**config.mk**
```make
export PLATFORM = sky130hd
export DESIGN_NAME = oper_sequencer_flat
export DESIGN_NICKNAME = d
export VERILOG_FILES = /design/src/rtl/oper_sequencer_pkg.sv /design/src/rtl/oper_sequencer_if.sv /design/src/rtl/oper_sequencer_watchdog.sv /design/src/rtl/oper_sequencer.sv /design/src/flat_wrapper.sv
export SDC_FILE = /design/constraint.sdc
export NUM_CORES = 1
export LEC_CHECK = 0
export CAP_MARGIN = 25
export CELL_PAD_IN_SITES_DETAIL_PLACEMENT = 0
export CELL_PAD_IN_SITES_GLOBAL_PLACEMENT = 1
export CORE_MARGIN = 5
export CORE_UTILIZATION = 31
export DETAILED_ROUTE_END_ITERATION = 12
export PLACE_DENSITY_LB_ADDON = 0.08
export SLEW_MARGIN = 40
export SYNTH_ARGS = -nofsm -noshare
export SYNTH_HDL_FRONTEND = slang
export SYNTH_SLANG_ARGS = --single-unit
```
**constraint.sdc**
```tcl
create_clock -name CLK -period 2.45 [get_ports CLK]
set_input_delay 0.49 -clock CLK [delete_from_list [all_inputs] [get_ports CLK]]
set_output_delay 0.49 -clock CLK [all_outputs]
set_load 0.02 [all_outputs]
```
**src/rtl/oper_sequencer_pkg.sv**
```systemverilog
// Shared definitions for the micro-operation sequencer: operation codes,
// FSM state encodings and the default per-operation timeout.
package oper_sequencer_pkg;

  localparam int OPER_CODE_LENGTH       = 4;
  localparam int TIMEOUT_CYCLES_DEFAULT = 16;

  typedef logic [OPER_CODE_LENGTH-1:0] oper_code_t;

  localparam oper_code_t OPER_NOP                = 4'h0;
  localparam oper_code_t OPER_READ_INST          = 4'h1;
  localparam oper_code_t OPER_READ_REGS          = 4'h2;
  localparam oper_code_t OPER_ENABLE_ALU_AND_RUN = 4'h3;
  localparam oper_code_t OPER_WRITE_REG          = 4'h4;
  localparam oper_code_t OPER_READ_MEM           = 4'h5;
  localparam oper_code_t OPER_WRITE_MEM          = 4'h6;
  localparam oper_code_t OPER_PUSH               = 4'h7;
  localparam oper_code_t OPER_POP                = 4'h8;
  localparam oper_code_t OPER_HALT               = 4'hF;

  typedef enum logic [2:0] {
    S_IDLE   = 3'd0,
    S_FETCH  = 3'd1,
    S_DECODE = 3'd2,
    S_EXEC   = 3'd3,
    S_HALTED = 3'd4
  } state_t;

  function automatic logic state_is_busy(state_t s);
    return (s == S_FETCH) || (s == S_DECODE) || (s == S_EXEC);
  endfunction

endpackage

```
**src/rtl/oper_sequencer_if.sv**
```systemverilog
// Sequencer <-> decoder/datapath bundle. master = sequencer, slave = decoder
// plus datapath side. state_dbg exposes the sequencer FSM state.
interface oper_sequencer_if
  import oper_sequencer_pkg::*;
#(
  parameter int W = OPER_CODE_LENGTH
) ();

  // Handshake: OPER_CODE/STEP are stable while OPER_VALID=1; the operation
  // completes on a rising edge where OPER_VALID=1 and OPER_DONE=1. OPER_DONE
  // while OPER_VALID=0 has no effect.
  logic         START;
  logic [W-1:0] OPER_CODE_1;
  logic [W-1:0] OPER_CODE_2;
  logic [W-1:0] OPER_CODE_3;
  logic [W-1:0] OPER_CODE_4;
  logic         OPER_DONE;
  logic [W-1:0] OPER_CODE;
  logic         OPER_VALID;
  logic [1:0]   STEP;
  logic         BUSY;
  logic         HALTED;
  logic         RETIRE;
  logic         FAULT;
  state_t       state_dbg;

  modport master (
    input  START, OPER_CODE_1, OPER_CODE_2, OPER_CODE_3, OPER_CODE_4, OPER_DONE,
    output OPER_CODE, OPER_VALID, STEP, BUSY, HALTED, RETIRE, FAULT, state_dbg
  );

  modport slave (
    output START, OPER_CODE_1, OPER_CODE_2, OPER_CODE_3, OPER_CODE_4, OPER_DONE,
    input  OPER_CODE, OPER_VALID, STEP, BUSY, HALTED, RETIRE, FAULT, state_dbg
  );

endinterface

```
**src/rtl/oper_sequencer_watchdog.sv**
```systemverilog
// Per-operation timeout counter; only built when OPER_TIMEOUT_EN is defined.
// Restarts whenever no operation is pending or the current one completes.
`ifdef OPER_TIMEOUT_EN
module oper_sequencer_watchdog #(
  parameter int unsigned TIMEOUT_CYCLES = 16
) (
  input  logic clk,
  input  logic rst_n,
  input  logic valid,
  input  logic done,
  output logic expired
);

  localparam int CW = $clog2(TIMEOUT_CYCLES + 1);
  localparam logic [CW-1:0] LAST = CW'(TIMEOUT_CYCLES - 1);

  logic [CW-1:0] cnt_q;

  always_ff @(posedge clk or negedge rst_n) begin
    if (!rst_n) begin
      cnt_q <= '0;
    end else if (!valid || done) begin
      cnt_q <= '0;
    end else if (cnt_q != LAST) begin
      cnt_q <= cnt_q + CW'(1);
    end
  end

  // The terminal cycle is the TIMEOUT_CYCLES-th waiting cycle; a DONE in that
  // same cycle still completes the operation normally.
  assign expired = valid && !done && (cnt_q == LAST);

endmodule
`endif

```
**src/rtl/oper_sequencer.sv**
```systemverilog
// Micro-operation sequencer: FETCH -> DECODE -> EXEC over up to four decoded
// slots, valid/done issue to the datapath. Optional timeout: OPER_TIMEOUT_EN.
module oper_sequencer
  import oper_sequencer_pkg::*;
#(
  parameter int          operation_code_length = OPER_CODE_LENGTH,
  parameter int unsigned TIMEOUT_CYCLES        = TIMEOUT_CYCLES_DEFAULT
) (
  input logic            CLK,
  input logic            RST_N,
  oper_sequencer_if.master bus
);

  localparam int W = operation_code_length;
  localparam logic [W-1:0] CODE_READ_INST = W'(OPER_READ_INST);
  localparam logic [W-1:0] CODE_HALT      = W'(OPER_HALT);

  state_t       state_q, state_d;
  logic [W-1:0] slot_q [4];
  logic [1:0]   step_q;
  logic         retire_q;
  logic         fault_q;

  logic [W-1:0] op_code;
  logic         op_valid;
  logic         busy;
  logic         halted;
  logic         timeout;

  logic [W-1:0] cur_op;
  logic         done_ev;
  logic         exec_done;
  logic         op_is_inst;
  logic         op_is_halt;
  logic         overflow;
  logic         advance;

  assign cur_op     = slot_q[step_q];
  assign done_ev    = op_valid && bus.OPER_DONE;
  assign exec_done  = (state_q == S_EXEC) && done_ev;
  assign op_is_inst = (cur_op == CODE_READ_INST);
  assign op_is_halt = (cur_op == CODE_HALT);
  assign overflow   = exec_done && !op_is_inst && !op_is_halt && (step_q == 2'd3);
  assign advance    = exec_done && !op_is_inst && !op_is_halt && (step_q != 2'd3);

`ifdef OPER_TIMEOUT_EN
  oper_sequencer_watchdog #(
    .TIMEOUT_CYCLES(TIMEOUT_CYCLES)
  ) u_watchdog (
    .clk    (CLK),
    .rst_n  (RST_N),
    .valid  (op_valid),
    .done   (bus.OPER_DONE),
    .expired(timeout)
  );
`else
  assign timeout = 1'b0 && (TIMEOUT_CYCLES == 0);
`endif

  // State register
  always_ff @(posedge CLK or negedge RST_N) begin
    if (!RST_N) begin
      state_q <= S_IDLE;
    end else begin
      state_q <= state_d;
    end
  end

  // Next-state logic
  always_comb begin
    state_d = state_q;
    unique case (state_q)
      S_IDLE: begin
        if (bus.START) state_d = S_FETCH;
      end
      S_FETCH: begin
        if (done_ev)      state_d = S_DECODE;
        else if (timeout) state_d = S_HALTED;
      end
      S_DECODE: begin
        // A leading HALT is never issued to the datapath.
        state_d = (bus.OPER_CODE_1 == CODE_HALT) ? S_HALTED : S_EXEC;
      end
      S_EXEC: begin
        if (exec_done) begin
          if (op_is_inst)        state_d = S_DECODE;
          else if (op_is_halt)   state_d = S_HALTED;
          else if (overflow)     state_d = S_HALTED;
        end else if (timeout) begin
          state_d = S_HALTED;
        end
      end
      S_HALTED: state_d = S_HALTED;
      default:  state_d = S_IDLE;
    endcase
  end

  // Output logic
  always_comb begin
    op_code  = '0;
    op_valid = 1'b0;
    busy     = state_is_busy(state_q);
    halted   = 1'b0;
    unique case (state_q)
      S_FETCH: begin
        op_code  = CODE_READ_INST;
        op_valid = 1'b1;
      end
      S_EXEC: begin
        op_code  = cur_op;
        op_valid = 1'b1;
      end
      S_HALTED: halted = 1'b1;
      default: ;
    endcase
  end

  // Slots, step index, retire pulse and sticky fault
  always_ff @(posedge CLK or negedge RST_N) begin
    if (!RST_N) begin
      for (int i = 0; i < 4; i++) slot_q[i] <= '0;
      step_q   <= 2'd0;
      retire_q <= 1'b0;
      fault_q  <= 1'b0;
    end else begin
      if (state_q == S_DECODE) begin
        slot_q[0] <= bus.OPER_CODE_1;
        slot_q[1] <= bus.OPER_CODE_2;
        slot_q[2] <= bus.OPER_CODE_3;
        slot_q[3] <= bus.OPER_CODE_4;
        step_q    <= 2'd0;
      end else if (advance) begin
        step_q <= step_q + 2'd1;
      end
      retire_q <= exec_done && op_is_inst;
      fault_q  <= fault_q | overflow | timeout;
    end
  end

  assign bus.OPER_CODE  = op_code;
  assign bus.OPER_VALID = op_valid;
  assign bus.STEP       = step_q;
  assign bus.BUSY       = busy;
  assign bus.HALTED     = halted;
  assign bus.RETIRE     = retire_q;
  assign bus.FAULT      = fault_q;
  assign bus.state_dbg  = state_q;

endmodule

```
**src/flat_wrapper.sv**
```systemverilog
// flat-port wrapper written by rule: the top's interface ports become plain ports
module oper_sequencer_flat import oper_sequencer_pkg::*;
#(
  parameter int          operation_code_length = OPER_CODE_LENGTH,
  parameter int unsigned TIMEOUT_CYCLES        = TIMEOUT_CYCLES_DEFAULT
)
  (CLK, RST_N, bus_START, bus_OPER_CODE_1, bus_OPER_CODE_2, bus_OPER_CODE_3, bus_OPER_CODE_4, bus_OPER_DONE, bus_OPER_CODE, bus_OPER_VALID, bus_STEP, bus_BUSY, bus_HALTED, bus_RETIRE, bus_FAULT, bus_state_dbg);
  oper_sequencer_if bus_i ();
  input logic CLK;
  input logic RST_N;
  input wire logic [$bits(bus_i.START)-1:0] bus_START;
  input wire logic [$bits(bus_i.OPER_CODE_1)-1:0] bus_OPER_CODE_1;
  input wire logic [$bits(bus_i.OPER_CODE_2)-1:0] bus_OPER_CODE_2;
  input wire logic [$bits(bus_i.OPER_CODE_3)-1:0] bus_OPER_CODE_3;
  input wire logic [$bits(bus_i.OPER_CODE_4)-1:0] bus_OPER_CODE_4;
  input wire logic [$bits(bus_i.OPER_DONE)-1:0] bus_OPER_DONE;
  output wire logic [$bits(bus_i.OPER_CODE)-1:0] bus_OPER_CODE;
  output wire logic [$bits(bus_i.OPER_VALID)-1:0] bus_OPER_VALID;
  output wire logic [$bits(bus_i.STEP)-1:0] bus_STEP;
  output wire logic [$bits(bus_i.BUSY)-1:0] bus_BUSY;
  output wire logic [$bits(bus_i.HALTED)-1:0] bus_HALTED;
  output wire logic [$bits(bus_i.RETIRE)-1:0] bus_RETIRE;
  output wire logic [$bits(bus_i.FAULT)-1:0] bus_FAULT;
  output wire logic [$bits(bus_i.state_dbg)-1:0] bus_state_dbg;
  assign bus_i.START = bus_START;
  assign bus_i.OPER_CODE_1 = bus_OPER_CODE_1;
  assign bus_i.OPER_CODE_2 = bus_OPER_CODE_2;
  assign bus_i.OPER_CODE_3 = bus_OPER_CODE_3;
  assign bus_i.OPER_CODE_4 = bus_OPER_CODE_4;
  assign bus_i.OPER_DONE = bus_OPER_DONE;
  assign bus_OPER_CODE = bus_i.OPER_CODE;
  assign bus_OPER_VALID = bus_i.OPER_VALID;
  assign bus_STEP = bus_i.STEP;
  assign bus_BUSY = bus_i.BUSY;
  assign bus_HALTED = bus_i.HALTED;
  assign bus_RETIRE = bus_i.RETIRE;
  assign bus_FAULT = bus_i.FAULT;
  assign bus_state_dbg = bus_i.state_dbg;
  oper_sequencer #(.operation_code_length(operation_code_length), .TIMEOUT_CYCLES(TIMEOUT_CYCLES)) u_core (.CLK(CLK), .RST_N(RST_N), .bus(bus_i));
endmodule
```
Yosys cells after proc, flatten, opt, wreduce, memory -nomap -nowiden:

Cells that the tools add are included.

* register bits after elaboration: 23
* output and inout port bits: 14
* logic and storage cells: 56

* add/subtract/negate cells: 1
* $lt $le $gt $ge: 1
* equal/unequal tests: 13
* mux-type cells: 16
* bitwise operators: 2
* reduce and logical (&&, ||, !) cells: 15

Operators by type and width (number)
* $mux W3: 7
* $pmux W3 S5: 1
* $bmux W4 S2: 1
* $eq A4 B4 Y1 const B: 2
* $mux W4: 2
* $pmux W4 S2: 1
* $logic_and A1 B1 Y1: 7
* $eq A3 B2 Y1 const B: 2
* $eq A4 B1 Y1 const B: 1
* $mux W2: 2
* $ne A2 B1 Y1 const B: 2
* $ne A2 B2 Y1 const B: 2
* $ne A4 B1 Y1 const B: 1
* $reduce_and A4 Y1: 1
* $eq A3 B1 Y1 const B: 1
* $eq A3 B3 Y1 const B: 1
* $ge A3 B3 Y1 const B: 1
* $logic_not A3 Y1: 1
* $not A2 Y3: 1
* $add A2 B1 Y2 const B: 1
* $eq A2 B2 Y1 const B: 1
* $logic_not A1 Y1: 2
* $logic_or A1 B1 Y1: 2
* $mux W1: 2
* other kinds (3): 3

Logic depth before layout (Yosys ltp):

Gate-level depths: netlist of the first run.

* depth in word-level cells: 14
* depth in mapped cells: 6

Least setup slack after synthesis of the first run:

Ideal clock, no wire load.

* path type: reg2reg
* start point: register u_core.step_q[0] (netlist: u_core.bus.STEP[0])
* end point: register u_core.state_q[2] (netlist: u_core.bus.state_dbg[2])
* setup time: 126 ps
* arrival time: 2226 ps
* data required time: 2324 ps
* setup slack: 98 ps
* cell stages (with the launch flop): 7
* buffers on the path: 2
* clock period less this slack: 2352 ps
* cell sequence: dfrtp_1 buf_6 mux4_2 or4b_1 buf_2 nor2b_1 o311a_1

* word-level cells in the longest chain between the ends: 11

RTL lines
* start: declaration: RTL line oper_sequencer.sv:20 `logic [1:0] step_q;`
* start signal: assignment: RTL line oper_sequencer.sv:133 `step_q <= step_q + 2'd1;`
* $not A2 Y3 (not written as such): RTL line oper_sequencer.sv:38 `assign cur_op = slot_q[step_q];`
* $bmux W4 S2: RTL line oper_sequencer.sv:38
* $mux W4 (not written as such) (2 in a row): RTL line oper_sequencer.sv:38
* $eq A4 B1 Y1: RTL line oper_sequencer.sv:41 `assign op_is_inst = (cur_op == CODE_READ_INST);`
* $logic_not A1 Y1: RTL line oper_sequencer.sv:43 `assign overflow = exec_done && !op_is_inst && !op_is_halt && (step_q == 2'd3);`
* $logic_and A1 B1 Y1 (3 in a row): RTL line oper_sequencer.sv:43
* $ne A4 B1 Y1 (no source line)
* $reduce_and A4 Y1 (no source line)
* end signal: assignment: RTL line oper_sequencer.sv:65 `state_q <= state_d;`
* end: declaration: RTL line oper_sequencer.sv:18 `state_t state_q, state_d;`

Parallel ways exist; a longest one is shown, timed or not. The select of a mux whose other input is x is not followed.
A chain may end at the register's enable or synchronous reset.

Worst setup path after layout of the first run:

Same ends and word-level chain as after synthesis.

==> results of run 1 <==
[per-layer routing]
layer	wire, µm	part of all wire (%)
met1	1200	44
met2	1328	49
met3	137	5.0
met4	53	1.9
met5	0	0
[area by class of cell]
cell class	instances	area share [%]
inverters	4	0.9623
repair buffers	36	22.29
multi-input cells	92	32.96
clock inverters	1	0.3208
clock buffers	3	2.646
well taps	48	3.849
flip-flops and latches	23	36.97
[worst max-delay path, stage by stage, from the launching register on]
cell,delay [ns]
dfrtp_2,0.44
mux4_2,0.55
or4b_1,0.65
nor2b_1,0.18
o311a_1,0.34
[synthesized netlist by cell type]
library cell | number | share of area [%]
a21oi_1 | 1 | 0.44
a221o_1 | 1 | 0.88
a31o_1 | 1 | 0.77
and2_1 | 1 | 0.55
buf_2 | 1 | 0.44
buf_6 | 1 | 0.99
clkbuf_1 | 3 | 0.99
dfrtp_1 | 23 | 51
ha_1 | 1 | 1.1
inv_1 | 3 | 0.99
inv_2 | 1 | 0.33
mux2i_1 | 2 | 1.8
mux4_2 | 4 | 8.0
nand2_1 | 54 | 18
nand3_1 | 1 | 0.44
nand3b_1 | 1 | 0.66
nand4_1 | 3 | 1.7
nor2_1 | 7 | 2.3
nor2b_1 | 5 | 2.8
nor3_1 | 3 | 1.3
o211ai_1 | 2 | 1.3
o21a_1 | 1 | 0.66
o21ai_0 | 1 | 0.44
o21bai_1 | 1 | 0.66
o311a_1 | 1 | 0.88
or4b_1 | 1 | 0.88
[metrics by stage]
step / total power [mW] / hold slack [ns] / setup WS, ns
3_3_place_gp: 1.778 / 0.4650 / 0.1920
4_1_cts: 2.017 / 0.4822 / 0.1646
3_5_place_dp: 1.789 / 0.4617 / 0.09826
5_1_grt: 2.159 / 0.5022 / 0.1028
2_1_floorplan: 1.395 / 0.1944 / 0.09832
6_report: 1.980 / 0.4768 / 0.1885
[timing repair]
action,4_1_cts,5_1_grt
setup endpoints to repair,4,0
gates resized for setup,5,0
endpoints found under the hold margin,0,0
[path summary, 6_finish.rpt]
kind / cells after the start / endpoint / startpoint / slack [ns]
worst max-delay path: 4 / u_core.bus.state_dbg[2] / u_core.bus.STEP[0] / 0.19
worst min-delay path: 1 / u_core.bus.FAULT / u_core.bus.FAULT / 0.48
worst max register to register: 4 / u_core.bus.state_dbg[2] / u_core.bus.STEP[0] / 0.19
worst min register to register: 1 / u_core.bus.FAULT / u_core.bus.FAULT / 0.48
max in group asynchronous: 2 / u_core.bus.STEP[0] / RST_N / 1.63
min in group asynchronous: 2 / u_core.bus.state_dbg[0] / RST_N / 0.56
[cell families after synthesis]
| family | Yosys count |
|---|---|
| adders and majority gates | 1 |
| DFF | 23 |
| muxes | 6 |
| and+or+nand+nor | 76 |
| AOI/OAI and AO/OA | 9 |
| buffers and inverters | 9 |
[layout by cell type, fill, tap and decap left out, types with 2 or more instances in the layout]
| cell | netlist | layout |
|---|---|---|
| nor2_1 | 7 | 7 |
| o211ai_1 | 2 | 2 |
| mux4_2 | 4 | 4 |
| nor2b_1 | 5 | 5 |
| dfrtp_1 | 23 | 22 |
| nand4_1 | 3 | 3 |
| clkdlybuf4s50_1 | 0 | 29 |
| buf_4 | 0 | 3 |
| mux2i_1 | 2 | 2 |
| clkbuf_8 | 0 | 3 |
| inv_1 | 3 | 3 |
| dlygate4sd2_1 | 0 | 4 |
| nor3_1 | 3 | 3 |
| nand2_1 | 54 | 54 |
[sequential cells by signal (all words and copies together) (netlist names)]
register and count:
u_core.bus.state_dbg 3, u_core.bus.STEP 2, u_core.bus.RETIRE 1, u_core.bus.FAULT 1, u_core.slot_q 16
[power by group]
part / internal [mW] / switching (mW) / total (mW)
clock: 0.114 / 0.129 / 0.243
sequential: 0.560 / 0.152 / 0.712
combinational: 0.478 / 0.548 / 1.03
total: 1.15 / 0.829 / 1.98
==> qor.txt, run 1 <==
==================================================================================================
Synth unique cells                                                                              26
Violation count after the first detailed-route iteration                                        53
Yosys Warn Count                                                                                 0
Height of the die                                                                         70.44 µm
Number of buffers created by CTS                                                                 3
Main combinational cell family by area after synthesis                                simple AND/OR/NAND/NOR gates
Buffers on Ports                                                                                33
Clock transition time at the flip-flop clock pins of the worst setup and hold paths        0.09 ns
Core region area                                                                          3606 µm²
Slew at the pin with the worst max-slew slack                                            0.6299 ns
Post-synthesis xor/xnor area fraction                                                           0%
Number of setup buffers added after CTS                                                          0
GRT Resource Usage Total                                                                    12.03%
Mux contribution to synthesized area                                                        9.724%
Tightest Hold Check Type                                                                reg -> reg
Crit share post-route                                                                       92.31%
GRT Residual Overflow                                                                            0
Placed instance area                                                                      1518 µm²
Total number of nets in the final design                                                       181
Synthesized-area fraction occupied by ao, oa, aoi and oai cells                             6.077%
Maximum fanout along the worst path                                                              6
Antenna Nets Post-Route                                                                          0
Run status                                                                               completed
Endpoint required time on the critical path                                                2.61 ns
Power per standard cell area                                                           1269 nW/µm²
Simple-Gate Fraction of Synth Area                                                          28.51%
Clk_lat worst skew                                                                         0.27 ns
Pin count of the biggest net entering global routing                                            24
Setup TNS                                                                                     0 ns
Post-DP HPWL                                                                               2050 µm
Share of post-route cells with drive strength above 1                                       8.176%
Final routed wire length divided by cell count                                            13.14 µm
Shortest clock period the worst path allows after layout                                  2.262 ns
Count of final max-slew check failures                                                           0
Average via count per standard cell                                                          4.686
WS Path Type                                                                            reg -> reg
Met2 routing resource usage after global routing                                            20.79%
Via count                                                                                      970
# IOs                                                                                           34
Post-synth design cell area                                                               1132 µm²
Adder-cell share of the synthesized area                                                    1.105%
Leakage dissipation                                                                      0.7419 nW
Cell count after placement                                                                     203
Clock tree buffer depth                                                                          2
Number of remaining DRC errors                                                                   0
Flip-flop and latch count after synthesis                                                       23
Busiest metal layer after global routing                                                      met2
Peak ir drop on the vdd network                                                          0.4286 mV
Worst clock skew on the final layout                                                   0.006080 ns
RSZ-0062 raised after global routing                                                         false
Vias in the first global route                                                               1,004
Count of max-cap constraint violations                                                           0
Non-Filler Cell Area, Final                                                               1560 µm²
Initial antenna violation count                                                                  0
Horizontal extent of the die                                                              70.44 µm
Initial standard-cell utilization of the core                                               31.40%
Global-route wire length before repair                                                     4678 µm
Number of failing setup endpoints in the final timing report                                     0
Critical Path Sink Type                                                                       flop
Clk sink count                                                                                  23
Met3 usage in global routing                                                                3.309%
First-pass iteration count of the detailed router                                                4
Row cnt                                                                                         22
Placer congestion estimate                                                                  0.7652
Reg area                                                                                 576.8 µm²
Depth of the CTS H-tree                                                                          1
Avg Cell Area, Syn                                                                       9.132 µm²
Number of hold buffers added after CTS                                                           0
Combined area of the multi-input logic cells                                             514.2 µm²
Met1 Usage GRT                                                                              13.80%
Post-synth net total                                                                           145
Diode count                                                                                      0
Final core area utilization                                                                 43.27%
FILL cells                                                                                     349
Max Clock Freq                                                                          0.4422 GHz
Detailed Route WL                                                                          2719 µm
CTS tree                                                                                       yes
Finished Layout Cells                                                                          207
Critical path launch point type                                                               flop
Data arrival time at the worst-slack endpoint                                              2.42 ns
Final hold violation count                                                                       0
Number of cells produced by synthesis                                                          124
Sequential fraction of the synthesis area                                                   50.83%
Headroom to the max-slew limit                                                              57.90%
Area growth, synth to finish                                                                37.79%
Clk Tree Root Cell                                                                        clkbuf_8
Overall die area                                                                          4961 µm²
==================================================================================================
No activity file was read; power rests on OpenSTA's default activity.
==> run 2: changes to the inputs <==
CORE_MARGIN = 2   (was 5)
==> run 2 against run 1 <==
Compared with the run above: global-route usage up 2.4 points; clock-buffer cell count unchanged; die area down 16%; clock power down 26%; clock skew up 0.0075 ns; via count up 2.0%; critical path depth unchanged; largest cell class unchanged.
==> qor.txt, run 2 (synthesized netlist as in run 1, its figures left out) <==
==================================================================================================
Run status                                                                               completed
Leakage dissipation                                                                      0.7847 nW   +5.8%
WS Path Type                                                                            reg -> out
Count of max-cap constraint violations                                                           0   unchanged
Clock transition time at the flip-flop clock pins of the worst setup and hold paths        0.14 ns   +0.05 ns
Number of remaining DRC errors                                                                   0   unchanged
Area growth, synth to finish                                                                41.66%
Shortest clock period the worst path allows after layout                                  2.341 ns   +0.07963 ns
Largest Register                                                                      u_core.slot_q
Final routed wire length divided by cell count                                            12.62 µm   -4.0%
Antenna Nets Post-Route                                                                          0   unchanged
RSZ-0062 raised after global routing                                                         false
Initial antenna violation count                                                                  0   unchanged
Depth of the CTS H-tree                                                                          1   unchanged
Horizontal extent of the die                                                              64.44 µm   -8.5%
Tightest Hold Check Type                                                                reg -> reg
Top library cells by usage in the layout, fill and taps aside                         54 x nand2_1, 29 x clkdlybuf4s50_1, 21 x dfrtp_1
Peak ir drop on the vdd network                                                          0.4653 mV   +8.6%
Global-route wire length before repair                                                     4623 µm   -1.2%
Max Clock Freq                                                                          0.4271 GHz   -3.4%
Buffers on Ports                                                                                33   unchanged
Diode count                                                                                      0   unchanged
CTS tree                                                                                       yes
Clk sink count                                                                                  23   unchanged
Post-DP HPWL                                                                               1964 µm   -4.2%
Maximum fanout along the worst path                                                              4   -2
Detailed Route WL                                                                          2687 µm   -1.2%
Count of final max-slew check failures                                                           0   unchanged
Headroom to the max-slew limit                                                              78.43%   +21 points
Total number of nets in the final design                                                       189   +4.4%
Vias in the first global route                                                                 973   -3.1%
Placer congestion estimate                                                                  0.7924   +3.6%
Number of buffers created by CTS                                                                 3   unchanged
Worst clock skew on the final layout                                                    0.01355 ns   +0.007472 ns
GRT Resource Usage Total                                                                    14.43%   +2.4 points
FILL cells                                                                                     362   +3.7%
Core region area                                                                          3416 µm²   -5.3%
Flip-flop count of the largest register, all copies and words added                             16   unchanged
GRT Residual Overflow                                                                            0   unchanged
Data arrival time at the worst-slack endpoint                                              1.85 ns   -0.57 ns
PnR worst setup slack                                                                    0.1088 ns   -0.07963 ns
Via count                                                                                      989   +2.0%
Pin count of the biggest net entering global routing                                            24   unchanged
Height of the die                                                                         64.44 µm   -8.5%
Final core area utilization                                                                 46.96%   +3.7 points
Worst hold-check slack                                                                   0.4827 ns   +0.005855 ns
Non-Filler Cell Area, Final                                                               1604 µm²   +2.8%
Most common cell after layout, fill and taps aside                                         nand2_1
First-pass iteration count of the detailed router                                                4   unchanged
Clock tree buffer depth                                                                          2   unchanged
Critical Path Sink Type                                                                output port
Overall die area                                                                          4152 µm²   -16%
Setup TNS                                                                                     0 ns   unchanged
Clk_lat worst skew                                                                         0.32 ns   +0.05 ns
Slew at the pin with the worst max-slew slack                                            0.3229 ns   -0.3070 ns
Violation count after the first detailed-route iteration                                        27   -49%
Placed instance area                                                                      1530 µm²   +0.82%
Average via count per standard cell                                                          4.643   -0.91%
Endpoint required time on the critical path                                                1.96 ns   -0.65 ns
Final hold violation count                                                                       0   unchanged
Setup WS pre-CTS                                                                         0.1062 ns   +0.007950 ns
Crit share post-route                                                                       95.56%   +3.3 points
Power per standard cell area                                                           1258 nW/µm²   -0.85%
Critical path launch point type                                                               flop
# IOs                                                                                           34   unchanged
Number of failing setup endpoints in the final timing report                                     0   unchanged
Row cnt                                                                                         21   -4.5%
Clk Tree Root Cell                                                                        clkbuf_4
Initial standard-cell utilization of the core                                               33.15%   +1.7 points
Share of post-route cells with drive strength above 1                                       13.17%   +5.0 points
==================================================================================================
## run 2: changes by cell type in the layout (fill, tap and decap cells not counted)
| cell | previous run | this run |
|---|---|---|
| clkbuf_4 | 0 | 3 |
| buf_4 | 3 | 11 |
| dfrtp_1 | 22 | 21 |
| dlygate4sd2_1 | 4 | 3 |
| dlymetal6s2s_1 | 0 | 1 |
| clkbuf_8 | 3 | 0 |
| dfrtp_2 | 1 | 2 |
## run 2: cell type report
type | count | area, µm² | share of cell area (%)
Clock buffer | 3 | 22.52 | 1.404
Clock inverter | 1 | 5.005 | 0.3120
Inverter | 4 | 15.01 | 0.9360
Multi-Input combinational cell | 92 | 514.2 | 32.06
Sequential cell | 23 | 578.1 | 36.04
Tap cell | 46 | 57.56 | 3.588
Timing Repair Buffer | 44 | 411.6 | 25.66
## run 2: per-layer routing
metal  vias to the layer above  global-route usage (%)  part of all wire (%)
met2                        29                   26.04                    51
met1                       462                   17.08                    43
met5                         -                       0                     0
li1                        496                       -                     -
met4                         0                   2.394                  0.63
met3                         2                   4.514                   5.2
## run 2: final timing paths
kind | cells past startpoint | to | slack (ns) | start
setup / recovery | 4 | bus_OPER_CODE[0] | 0.11 | u_core.bus.STEP[0]
hold / removal | 1 | u_core.bus.FAULT | 0.48 | u_core.bus.FAULT
setup reg to reg | 5 | u_core.bus.state_dbg[2] | 0.14 | u_core.bus.STEP[0]
hold reg to reg | 1 | u_core.bus.FAULT | 0.48 | u_core.bus.FAULT
max in group asynchronous | 2 | u_core.bus.STEP[0] | 1.70 | RST_N
min in group asynchronous | 2 | u_core.bus.state_dbg[0] | 0.50 | RST_N
## run 2: repair_timing
action                                  4_1_cts  5_1_grt
hold endpoints to repair                      0        0
hold buffers                                  0        0
gates cloned                                  0        0
gates resized for setup                       5        1
endpoints found under the setup margin        4        4
setup buffers                                 2        4
pin swaps                                     0        1
## run 2: per-stage QoR
step	std cells	total power, mW
global placement	203	1.789
global route	213	2.203
detailed placement	203	1.801
CTS	209	1.999
finish	213	2.018
floorplan	124	1.395
## run 2: where the power goes
| group | switching, mW | internal (mW) | leakage (nW) |
|---|---|---|---|
| Sequential | 0.133 | 0.560 | 0.283 |
| Clock | 0.120 | 0.0611 | 0.0177 |
| Combinational | 0.583 | 0.561 | 0.484 |
| Total | 0.836 | 1.18 | 0.785 |
## run 2: critical path, cell delays in order (launching register included)
cell and delay (ns):
dfrtp_2 0.38, buf_4 0.14, mux4_2 0.52, o21a_1 0.18, dlygate4sd2_1 0.31
